[src/rtl/blinky_multi.sv]
// Multi-channel LED pattern engine: per-channel off, solid, blink and
// counted-burst sequencing, programmed through a valid/ready config port.
module blinky_multi #(
  parameter int NUM_CH  = 4,
  parameter int CNT_W   = 24,
  parameter int BURST_W = 8,
  parameter int CH_W    = (NUM_CH > 1) ? $clog2(NUM_CH) : 1
) (
  input  logic               clk_i,
  input  logic               rst_ni,
  input  logic               cfg_valid_i,
  output logic               cfg_ready_o,
  input  logic [CH_W-1:0]    cfg_ch_i,
  input  logic [1:0]         cfg_mode_i,
  input  logic [CNT_W-1:0]   cfg_on_i,
  input  logic [CNT_W-1:0]   cfg_off_i,
  input  logic [BURST_W-1:0] cfg_count_i,
  output logic [NUM_CH-1:0]  led_o,
  output logic [NUM_CH-1:0]  busy_o,
  output logic [NUM_CH-1:0]  done_o
);

  typedef enum logic [1:0] {
    IDLE,
    SOLID,
    ON,
    OFF
  } st_e;

  localparam logic [1:0] M_OFF   = 2'd0;
  localparam logic [1:0] M_SOLID = 2'd1;
  localparam logic [1:0] M_BLINK = 2'd2;
  localparam logic [1:0] M_BURST = 2'd3;

  logic             accept;
  logic [CNT_W-1:0] on_len;
  logic [CNT_W-1:0] off_len;

  assign accept  = cfg_valid_i && cfg_ready_o;
  assign on_len  = (cfg_on_i == '0) ? CNT_W'(1) : cfg_on_i;
  assign off_len = (cfg_off_i == '0) ? CNT_W'(1) : cfg_off_i;

  always_ff @(posedge clk_i or negedge rst_ni) begin
    if (!rst_ni) begin
      cfg_ready_o <= 1'b0;
    end else begin
      cfg_ready_o <= 1'b1;
    end
  end

  for (genvar g = 0; g < NUM_CH; g++) begin : g_ch
    localparam logic [CH_W-1:0] IDX = CH_W'(g);

    st_e                st;
    logic [CNT_W-1:0]   cnt;
    logic [CNT_W-1:0]   on_r;
    logic [CNT_W-1:0]   off_r;
    logic [BURST_W-1:0] rem;
    logic               burst;
    logic               led_q;
    logic               busy_q;
    logic               done_q;
    logic               hit;

    // Out-of-range channel indices match no slot and are dropped here.
    assign hit       = accept && (cfg_ch_i == IDX);
    assign led_o[g]  = led_q;
    assign busy_o[g] = busy_q;
    assign done_o[g] = done_q;

    always_ff @(posedge clk_i or negedge rst_ni) begin
      if (!rst_ni) begin
        st     <= IDLE;
        cnt    <= '0;
        on_r   <= '0;
        off_r  <= '0;
        rem    <= '0;
        burst  <= 1'b0;
        led_q  <= 1'b0;
        busy_q <= 1'b0;
        done_q <= 1'b0;
      end else if (hit) begin
        // A new config wins over any completion on this edge.
        done_q <= 1'b0;
        on_r   <= on_len;
        off_r  <= off_len;
        rem    <= cfg_count_i;
        burst  <= (cfg_mode_i == M_BURST);
        cnt    <= '0;
        unique case (1'b1)
          (cfg_mode_i == M_OFF): begin
            st     <= IDLE;
            led_q  <= 1'b0;
            busy_q <= 1'b0;
          end
          (cfg_mode_i == M_SOLID): begin
            st     <= SOLID;
            led_q  <= 1'b1;
            busy_q <= 1'b0;
          end
          (cfg_mode_i == M_BURST && cfg_count_i == '0): begin
            st     <= IDLE;
            led_q  <= 1'b0;
            busy_q <= 1'b0;
            done_q <= 1'b1;
          end
          default: begin
            st     <= ON;
            cnt    <= on_len - CNT_W'(1);
            led_q  <= 1'b1;
            busy_q <= 1'b1;
          end
        endcase
      end else begin
        done_q <= 1'b0;
        unique case (st)
          ON: begin
            if (cnt == '0) begin
              st    <= OFF;
              cnt   <= off_r - CNT_W'(1);
              led_q <= 1'b0;
              if (burst) begin
                rem <= rem - BURST_W'(1);
              end
            end else begin
              cnt <= cnt - CNT_W'(1);
            end
          end
          OFF: begin
            if (cnt != '0) begin
              cnt <= cnt - CNT_W'(1);
            end else if (burst && rem == '0) begin
              st     <= IDLE;
              busy_q <= 1'b0;
              done_q <= 1'b1;
            end else begin
              st    <= ON;
              cnt   <= on_r - CNT_W'(1);
              led_q <= 1'b1;
            end
          end
          default: begin
          end
        endcase
      end
    end
  end

endmodule

[config.mk]
export PLATFORM = sky130hd
export DESIGN_NAME = blinky_multi
export DESIGN_NICKNAME = d
export VERILOG_FILES = /design/src/rtl/blinky_multi.sv
export SDC_FILE = /design/constraint.sdc
export NUM_CORES = 1
export LEC_CHECK = 0
export CORE_UTILIZATION = 55
export DETAILED_ROUTE_END_ITERATION = 6
export GPL_ROUTABILITY_DRIVEN = 0
export HOLD_SLACK_MARGIN = 0.05
export PLACE_DENSITY = 0.79
export SYNTH_ARGS = -nofsm -noshare
export SYNTH_HDL_FRONTEND = slang
export SYNTH_SLANG_ARGS = --single-unit
[constraint.sdc]
create_clock -name clk_i -period 2.7 [get_ports clk_i]
set_clock_uncertainty 0.05 [all_clocks]
set_input_delay 0.54 -clock clk_i [delete_from_list [all_inputs] [get_ports clk_i]]
set_output_delay 0.54 -clock clk_i [all_outputs]
set_load 0.005 [all_outputs]
## Word-level counts from Yosys, hierarchy flattened

Cells that the tools add are included.
Widths: inputs -> output; s select.

- Equality and inequality tests: 33
- Add/subtract/negate cells: 17
- Muxes and demuxes: 115
- Reductions and logical operators: 73

Operators by type and width:

| kind | count |
|---|---|
| $mux 24 | 19 |
| $sub 24x1->24 const B | 13 |
| $pmux 24 s2 | 4 |
| $logic_not 24->1 | 6 |
| $mux 8 | 16 |
| $reduce_bool 24->1 | 4 |
| $mux 1 | 51 |
| $logic_not 8->1 | 5 |
| $reduce_bool 2->1 | 20 |
| $ne 3x3->1 const B | 12 |
| $reduce_and 3->1 | 12 |
| $mux 2 | 16 |
| $sub 8x1->8 const B | 4 |
| $eq 2x2->1 const B | 11 |
| $pmux 2 s2 | 5 |
| $ne 4x4->1 const B | 4 |
| $reduce_and 4->1 | 4 |
| $reduce_bool 3->1 | 4 |
| $logic_and 1x1->1 | 10 |
| $ne 2x2->1 const B | 4 |
| $pmux 1 s2 | 4 |
| $reduce_and 2->1 | 4 |
| $eq 2x1->1 const B | 2 |
| $logic_not 2->1 | 2 |
| 2 further kinds | 2 |

- Output and inout bits: 13
- Input port bits: 63
- Register bits after elaboration: 345
- Logic and storage cells: 275

## Depth between registers and ports, before layout

Gate-level depths: netlist of run 1.

- Depth in word-level cells: 6
- Depth in mapped cells: 13
- Mapped depth without buffers: 11

## Worst setup path before layout of run 1

No wires, ideal clock.

- Path type: input port to flip-flop
- Start point: input cfg_on_i[16]
- End point: register g_ch[0].cnt[14]
- Arrival time: 3622 ps
- Slack: -1063 ps
- Stages: 13
- Buffers on the path: 2
- Library setup time: 92 ps
- Data required time: 2558 ps
- Cells stage by stage: clkbuf_1 or4_1 nor3_1 a31oi_1 ha_1 or4b_1 clkbuf_1 or3_1 or4_1 xor2_1 nand2b_4 a22o_1 o31ai_2

- Word-level cells in the longest chain between the ends: 5

Ends and longest elaborated chain:

| element | line | text |
|---|---|---|
| start: declaration | 15 | `input logic [CNT_W-1:0] cfg_on_i,` |
| $logic_not 24->1 | 40 | `assign on_len = (cfg_on_i == '0) ? CNT_W'(1) : cfg_on_i;` |
| $mux 24 | 40 |  |
| $sub 24x1->24 | 109 | `cnt <= on_len - CNT_W'(1);` |
| $mux 24 | 90 | `unique case (1'b1)` |
| $mux 24 | 82 | `end else if (hit) begin` |
| end signal: assignment | 109 |  |
| end signal: assignment | 120 | `cnt <= off_r - CNT_W'(1);` |
| end signal: assignment | 126 | `cnt <= cnt - CNT_W'(1);` |
| end: declaration | 55 | `logic [CNT_W-1:0] cnt;` |

No other way between the ends.
A chain may end at the register's enable or synchronous reset.

## Final worst setup path of run 1

- Start point: input cfg_on_i[14]
- End point: register g_ch[3].cnt[18]

- Word-level cells in the longest chain between the ends: 5

Ends and longest elaborated chain:

| element | line |
|---|---|
| $logic_not 24->1 | 40 |
| $mux 24 * | 40 |
| $sub 24x1->24 * | 109 |
| $mux 24 * | 90 |
| $mux 24 * | 82 |
| end signal: assignment | 109 |
| end signal: assignment | 120 |
| end signal: assignment | 126 |
| end: declaration | 55 |

Mark *: on every way between the ends. The rest lies on a longest branch, timed or not.

==> results of run 1 <==
## where the power goes
group          total [µW]  switching (µW)  leakage (µW)  internal [µW]
sequential           7970            1510       0.00429           6460
combinational        7660            4240       0.00756           3420
clock                5590            2310      0.000661           3280
total               21200            8060        0.0125          13200
## stage by stage
step / area (µm²) / total power (µW)
finish: 28130 / 21220
global route: 28130 / 22090
CTS: 27450 / 20560
detailed placement: 25850 / 14870
global placement: 25850 / 14510
floorplan: 22190 / 11810
## how the worst max path moves through the flow
| stage | slack [ps] | endpoint | startpoint |
|---|---|---|---|
| 5_1_grt | -230 | g_ch[0].cnt[14]$_DFFE_PN0P_ | cfg_on_i[16] |
| 3_5_place_dp | -1360 | g_ch[0].cnt[14]$_DFFE_PN0P_ | cfg_on_i[4] |
| 3_3_place_gp | -1310 | g_ch[0].cnt[14]$_DFFE_PN0P_ | cfg_on_i[4] |
| 4_1_cts | -170 | g_ch[0].cnt[14]$_DFFE_PN0P_ | cfg_on_i[3] |
| 2_1_floorplan | -750 | g_ch[0].cnt[14]$_DFFE_PN0P_ | cfg_on_i[8] |
| 6_report | -210 | g_ch[3].cnt[18]$_DFFE_PN0P_ | cfg_on_i[14] |
## cells by family after synthesis
kind of cell / after synthesis / share of synthesized area
AOI/OAI and AO/OA: 517 / 0.1456
xor gates and xnor gates: 238 / 0.09484
adders and majority gates: 21 / 0.01195
buffers and inverters: 215 / 0.04030
DFF: 345 / 0.3928
muxes: 35 / 0.01611
other: 1 / 0.0001706
and+or+nand+nor: 1413 / 0.2982
## flip-flops by register name, indices dropped and copies added, names as in the netlist
signal	cells
cfg_ready_o	1
g_ch.burst	4
g_ch.busy_q	4
g_ch.cnt	96
g_ch.done_q	4
g_ch.led_q	4
g_ch.off_r	96
g_ch.on_r	96
g_ch.rem	32
g_ch.st	8
## synthesized netlist by cell type, types with 7 or more instances
cell        n  share of area
nor3_1    107          0.024
o21a_1     16         0.0055
nor4b_1     7         0.0028
xor2_1    129          0.051
or3_1      45          0.013
o211ai_1   45          0.015
buf_1      14         0.0024
clkbuf_1  124          0.021
a21o_1      7         0.0024
a22oi_1    10         0.0034
nor2_1    178          0.030
and2_1     16         0.0046
buf_2      17         0.0039
inv_1      45         0.0077
nand4b_1   12         0.0048
o22ai_1    17         0.0048
a21oi_1   112          0.026
or4_1      46          0.016
a211oi_1   27         0.0092
dfrtp_1   345           0.39
a31oi_1    14         0.0040
nor3b_1    10         0.0034
o31ai_1    15         0.0051
ha_1       21          0.012
buf_4      13         0.0044
a22o_1      8         0.0032
nand2b_1   14         0.0040
mux2i_1    32          0.015
xnor2_1   109          0.043
nand3_1    61          0.014
nand2_1   748           0.13
o21ai_0   186          0.042
nand4_1    22         0.0063
nor4_1     79          0.022
or2_2      12         0.0034
nand3b_1    8         0.0027
and3_1     13         0.0037
o31a_1      8         0.0032
## cell type report
class                      instances  area, µm²
clock buffer                      56       1161
clock inverter                    14      160.2
fill                            2813      10870
inverter                          45      168.9
multi-input combinational       2225      13210
sequential                       345       8633
tap                              518      648.1
timing repair buffer             479       4150
## layer usage
metal / share of wire / vias to the layer above / track usage / wire length (µm)
met5: 0.0020 / - / 0.02619 / 173
met2: 0.41 / 1822 / 0.5752 / 34640
met1: 0.37 / 11293 / 0.5383 / 31160
met4: 0.087 / 6 / 0.3030 / 7377
li1: - / 10399 / - / -
met3: 0.14 / 449 / 0.1187 / 11880
## worst max-delay path, cell delays in order
cell and delay [ps]:
buf_8 100, or4_4 560, nor4_4 510, a31oi_4 180, ha_4 190, or4b_4 230, buf_6 110, nor3_4 50
buf_6 120, and4_1 160, o21ai_1 140, buf_4 190, nand2_2 60, o211ai_1 110, a21oi_1 70
## what timing repair did
action                                 in CTS  in global routing
gates cloned                                0                  2
setup endpoints to repair                  92                 99
setup buffers                               5                 14
pin swaps                                  29                 41
endpoints found under the hold margin      51                  0
hold buffers                                1                  0
gates resized for setup                   183                116
==> results.py, run 1 <==
metrics = {
    "sta": {
        "slew_headroom": 0.4568,
        "setup-tns-final_ps": -2652,
        "rsz0062_at_grt": "true",
        "holdWs_ps": 287.1,
        "maxClockFrequency_mhz": 343.1,
        "setup_violations": 35,
        "setup_slack_ps": -214.3,
        "final-hold-violation-count": 0,
        "maxSlewViolCount": 0,
        "worst_pin_slew_ps": 811.1,
        "post-route-period-util": 1.079,
        "period_minus_slack_ps": 2914,
    },
    "routing": {
        "drt-wirelength-per-cell_um": 23.15,
        "wl_um": 85230,
        "drt.antenna.violating_nets": 0,
        "vias_per_cell": 6.510,
        "vias": 23969,
        "dr.first_iter.drc_count": 3592,
        "first_pass_iters": 7,
        "drc_errors": 5,
    },
    "finish": {
        "fin_util": 0.7212,
        "layout.nets": 3219,
        "final_common_cell": "nand2_1",
        "stdcell_count": 3682,
        "final_layout_size_suffix_gt1_frac": 0.2051,
        "area.growth.synth_to_final_pct": 28.00,
        "mostFrequentLayoutCells": "nand2_1 (740), buf_4 (363), dfrtp_1 (345), nor2_1 (171), o21ai_0 (163)",
        "n_antenna_cell": 0,
    },
    "floorplan": {
        "num_rows": 72,
        "initial_core_util": 0.5634,
        "ios": 76,
        "die_h_um": 201.9,
        "fp.dieW_um": 201.9,
        "die_area_um2": 40760,
        "core_area_um2": 39010,
    },
    "placement": {
        "dp_hpwl_um": 63000,
        "io_buffers": 75,
        "dp.cells": 3592,
        "dpl_worst_slack_ps": -1356,
    },
    "power_and_ir_drop": {
        "p_per_area_nw_per_um2": 754.4,
        "vdd_ir_drop_max_mv": 0.5019,
        "power.leakage_uw": 0.01252,
    },
    "synthesis": {
        "yosysUniqueCellTypes": 80,
        "syn_area_um2": 21980,
        "syn_nets": 2869,
        "ys_seq_elements": 345,
        "syn_area_per_cell_um2": 7.892,
        "synth_edf_count": 0,
        "synth-seq-area-share": 0.3928,
        "syn_inst": 2785,
        "ys.flop_type": "dfrtp_1",
        "yosys_warnings": 0,
        "ys_async_sr_fraction": 1.000,
    },
    "run_status": {
        "violations": "design-rule violations, negative setup slack",
        "status": "complete, but fails checks",
    },
    "clocking": {
        "numCtsBuffers": 39,
        "htreeDepth": 2,
        "cts_tree": "done",
        "clk_path_buf_depth": 3,
        "clock_sinks": 345,
        "clkTransAtPathRegs_ps": 60,
        "clk_latency_ps": 590,
        "cts_root_buffer": "clkbuf_16",
    },
    "worst_setup_path": {
        "r2r_cells": 7,
        "rrSetupSlack_ps": -100,
        "startpoint_type": "primary input",
        "crit_arrival_ps": 3330,
        "r2r_end": "g_ch[2].cnt[22]$_DFFE_PN0P_",
        "path_max_fanout": 4,
        "required_ps": 3110,
        "r2r-start": "g_ch[2].cnt[19]$_DFFE_PN0P_",
        "critPathCaptureType": "flop",
        "path_class": "primary input to flop",
    },
    "global_route": {
        "antenna_found_initial": 4,
        "grt_max_degree": 69,
        "grt.overflow.total": 0,
        "grt_pass1_vias": 22815,
        "grtUsageTotal": 0.4113,
        "grt_pass1_wl_um": 129100,
    },
    "min_path": {
        "min_to": "g_ch[1].on_r[4]$_DFFE_PN0P_",
        "min_path_cells": 4,
        "hp-start": "cfg_on_i[4]",
        "hold_path_class": "primary input to flop",
    },
    "job": {
        "drv_cap": 0,
    },
}
No activity file was read; power rests on OpenSTA's default activity.
==> inputs of run 2 (changes only) <==
- CORE_ASPECT_RATIO: not set -> 1.5
- CORE_UTILIZATION: 55 -> 57
- PLACE_DENSITY: 0.79 -> 0.81
- clock period: 2.7 -> 2.3 ns (I/O delays scaled with it)
==> results.py, run 2 <==
metrics = {
    "floorplan": {
        "die_h_um": 242.5,
        "ios": 76,
        "fp.dieW_um": 162.3,
        "num_rows": 87,
        "initial_core_util": 0.5819,
    },
    "run_status": {
        "status": "aborted with a tool error",
        "first-error": "[ERROR GRT-0116] Global routing finished with congestion. Check the congestion regions in the DRC Viewer.",
        "haltStage": "5_1_grt",
    },
    "synthesis": {
        "netlist_top_cells_count": "nand2_1 (748), dfrtp_1 (345), o21ai_0 (186), nor2_1 (178), xor2_1 (129)",
        "ys_seq_elements": 345,
        "synth_most_common_cell": "nand2_1",
        "netlist_top_cells_area": "dfrtp_1 (39%), nand2_1 (13%), xor2_1 (5.1%), xnor2_1 (4.3%), o21ai_0 (4.2%)",
        "yosysTopAreaCellShare": 0.3928,
        "syn_area_per_cell_um2": 7.892,
        "ys_async_sr_fraction": 1.000,
        "yosys_warnings": 0,
        "synth_edf_count": 0,
        "syn_inst": 2785,
        "ys.flop_type": "dfrtp_1",
        "syn_area_um2": 21980,
        "syn_nets": 2869,
        "synth-seq-area-share": 0.3928,
        "synth_area_leader_cell": "dfrtp_1",
        "yosysUniqueCellTypes": 80,
    },
    "clocking": {
        "clock_sinks": 345,
        "clk_path_buf_depth": 3,
        "numCtsBuffers": 35,
        "cts_root_buffer": "clkbuf_16",
        "htreeDepth": 2,
    },
    "placement": {
        "dp_hpwl_um": 68270,
        "io_buffers": 75,
        "place_area_um2": 28060,
        "dpl_worst_slack_ps": -1585,
    },
    "global_route": {
        "grt.overflow.total": 7,
        "grt_pass1_wl_um": 184000,
        "grt_pass1_vias": 30458,
        "grtUsageTotal": 0.6298,
        "grt_max_degree": 64,
    },
}
[run 2: cell counts after synthesis]
Identical to the previous run, type by type.
[run 2: timing repair]
item,in CTS
hold endpoints to repair,33
pin swaps,134
hold buffers,1
setup endpoints to repair,145
buffers inserted,49
resized for setup,403
gates cloned,5
[run 2: layer usage]
metal | overflow | GRT usage
met1 | 0 | 0.6392
met2 | 2 | 0.8345
met3 | 0 | 0.4275
met4 | 5 | 0.6027
met5 | 0 | 0.08333
[run 2: kinds of logic after synthesis]
group	synth area share
simple gates	0.2982
compound gates	0.1456
flops	0.3928
xor+xnor	0.09484
buf+inv	0.04030
mux	0.01611
fa+ha+maj	0.01195
other cells	0.0001706
[run 2: through the flow]
stage | instances | util
after floorplan | 2785 | -
after global placement | 3820 | 0.7429
after detailed placement | 3820 | 0.7429
after CTS | 3934 | 0.8113
==> inputs of run 3 (changes only) <==
- CORE_ASPECT_RATIO: 1.5 -> not set
- CORE_UTILIZATION: 57 -> 40
- HOLD_SLACK_MARGIN: 0.05 -> not set
- PLACE_DENSITY: 0.81 -> not set
- PLACE_DENSITY_LB_ADDON: not set -> 0.15
- clock period: 2.3 -> 3 ns (I/O delays scaled with it)
==> results.py, run 3 (synthesis gave the netlist of run 1 again) <==
metrics = {
    "sta": {
        "period_minus_slack_ps": 3017,
        "post-route-period-util": 1.006,
        "maxClockFrequency_mhz": 331.5,
        "setup_violations": 1,
        "rsz0062_at_grt": "true",
        "final-hold-violation-count": 0,
        "setup_slack_ps": -16.98,
        "holdWs_ps": 430.8,
        "slew_headroom": 0.1520,
        "maxSlewViolCount": 0,
        "worst_pin_slew_ps": 1263,
    },
    "floorplan": {
        "ios": 76,
        "num_rows": 85,
        "fp.dieW_um": 236.4,
        "initial_core_util": 0.4068,
        "core_area_um2": 54030,
        "die_h_um": 236.4,
        "die_area_um2": 55890,
    },
    "placement": {
        "dp_hpwl_um": 65720,
        "io_buffers": 75,
        "place_area_um2": 25510,
        "dpl_worst_slack_ps": -1104,
    },
    "global_route": {
        "grtUsageTotal": 0.3204,
        "grt.overflow.total": 0,
        "grt_pass1_wl_um": 133800,
        "grt_max_degree": 85,
        "grt_pass1_vias": 21067,
        "antenna_found_initial": 1,
    },
    "clocking": {
        "clock_sinks": 345,
        "numCtsBuffers": 43,
        "htreeDepth": 2,
        "cts_root_buffer": "clkbuf_16",
        "clkTransAtPathRegs_ps": 60,
        "clk_path_buf_depth": 3,
        "clk_latency_ps": 590,
        "cts_tree": "done",
    },
    "routing": {
        "first_pass_iters": 6,
        "drc_errors": 0,
        "drt.antenna.violating_nets": 0,
        "drt-wirelength-per-cell_um": 23.75,
        "vias": 22029,
        "wl_um": 89480,
        "dr.first_iter.drc_count": 2143,
        "vias_per_cell": 5.846,
    },
    "worst_setup_path": {
        "crit_buf_inv": 4,
        "required_ps": 3440,
        "cp.depth": 10,
        "path_class": "primary input to flop",
        "critPathCaptureType": "flop",
        "slowest_delay_ps": 990,
        "r2r_cells": 8,
        "startpoint_type": "primary input",
        "cpLargestDelayFamily": "compound AO/OA/AOI/OAI gates",
        "rrSetupSlack_ps": 40,
        "path_max_fanout": 9,
        "crit_path_cell_trace": "clkdlybuf4s50_1 -> nor4_1 -> nand4_1 -> buf_4 -> nand2_1 -> buf_12 -> a311oi_1 -> buf_4 -> a21oi_1 -> a21oi_1",
        "cp_slowest_cell": "a311oi_1",
        "crit_arrival_ps": 3460,
    },
    "finish": {
        "fill_cells": 5250,
        "area.growth.synth_to_final_pct": 22.81,
        "mostFrequentLayoutCells": "nand2_1 (745), dfrtp_1 (345), buf_4 (280), o21ai_0 (182), nor2_1 (176)",
        "top_regs": "g_ch.cnt (96), g_ch.off_r (96), g_ch.on_r (96)",
        "layout.nets": 3123,
        "final_layout_size_suffix_gt1_frac": 0.1515,
        "final_common_cell": "nand2_1",
        "final_area_um2": 26990,
    },
    "job": {
        "drv_cap": 0,
    },
    "power_and_ir_drop": {
        "vdd_ir_drop_max_mv": 0.4940,
        "power.leakage_uw": 0.01185,
        "finalPower_uw": 18470,
        "p_per_area_nw_per_um2": 684.4,
    },
    "run_status": {
        "violations": "negative setup slack",
        "status": "complete, but fails checks",
    },
    "min_path": {
        "hold_path_class": "primary input to flop",
        "min_path_cells": 4,
    },
}
[run 3: metrics by stage]
step | setup TNS [ps] | instances | utilization
2_1_floorplan | -3441 | 2785 | -
3_3_place_gp | -49820 | 3684 | 0.4721
3_5_place_dp | -53990 | 3684 | 0.4721
4_1_cts | 0 | 3766 | 0.4991
5_1_grt | -257.0 | 3766 | 0.4995
6_report | -16.98 | 3768 | 0.4996
[run 3: layout make-up]
| cell class | instances | area (µm²) | share of cell area |
|---|---|---|---|
| multi-input combinational | 2225 | 12650 | 0.4685 |
| antenna | 2 | 5.005 | 0.0001854 |
| sequential | 345 | 8633 | 0.3198 |
| timing repair buffer | 379 | 3232 | 0.1197 |
| tap | 696 | 870.8 | 0.03226 |
| inverter | 45 | 168.9 | 0.006258 |
| clock inverter | 17 | 196.4 | 0.007278 |
| clock buffer | 59 | 1239 | 0.04589 |
[run 3: routing by layer]
metal / track usage / wire, µm / up-vias
met5: 0 / 0 / -
met3: 0.05699 / 8913 / 209
met4: 0.1635 / 5003 / 0
li1: - / - / 10209
met1: 0.4584 / 38650 / 10565
met2: 0.4604 / 36920 / 1046
[run 3: worst paths after layout]
check,startpoint,end
setup / recovery,cfg_count_i[1],g_ch[0].cnt[3]$_DFFE_PN0P_
hold / removal,cfg_on_i[5],g_ch[2].on_r[5]$_DFFE_PN0P_
setup reg to reg,g_ch[0].cnt[19]$_DFFE_PN0P_,g_ch[0].cnt[18]$_DFFE_PN0P_
hold reg to reg,g_ch[2].off_r[5]$_DFFE_PN0P_,g_ch[2].off_r[5]$_DFFE_PN0P_
max in group asynchronous,rst_ni,g_ch[3].off_r[16]$_DFFE_PN0P_
min in group asynchronous,rst_ni,g_ch[2].rem[3]$_DFFE_PN0P_
[run 3: what timing repair did]
item,4_1_cts,5_1_grt
pin swaps,18,10
hold endpoints to repair,62,0
hold buffers,1,0
resized for setup,92,24
endpoints found under the setup margin,41,20
setup buffers,7,1
[run 3: power by group]
part	internal, µW	switching (µW)
clock	3220	2170
combinational	2570	3190
sequential	5810	1510
[run 3: tightest hold or removal path, delay by kind of cell]
kind | cells | cell delay (ps)
buffers and inverters | 2 | 300
AND/OR/NAND/NOR | 2 | 120
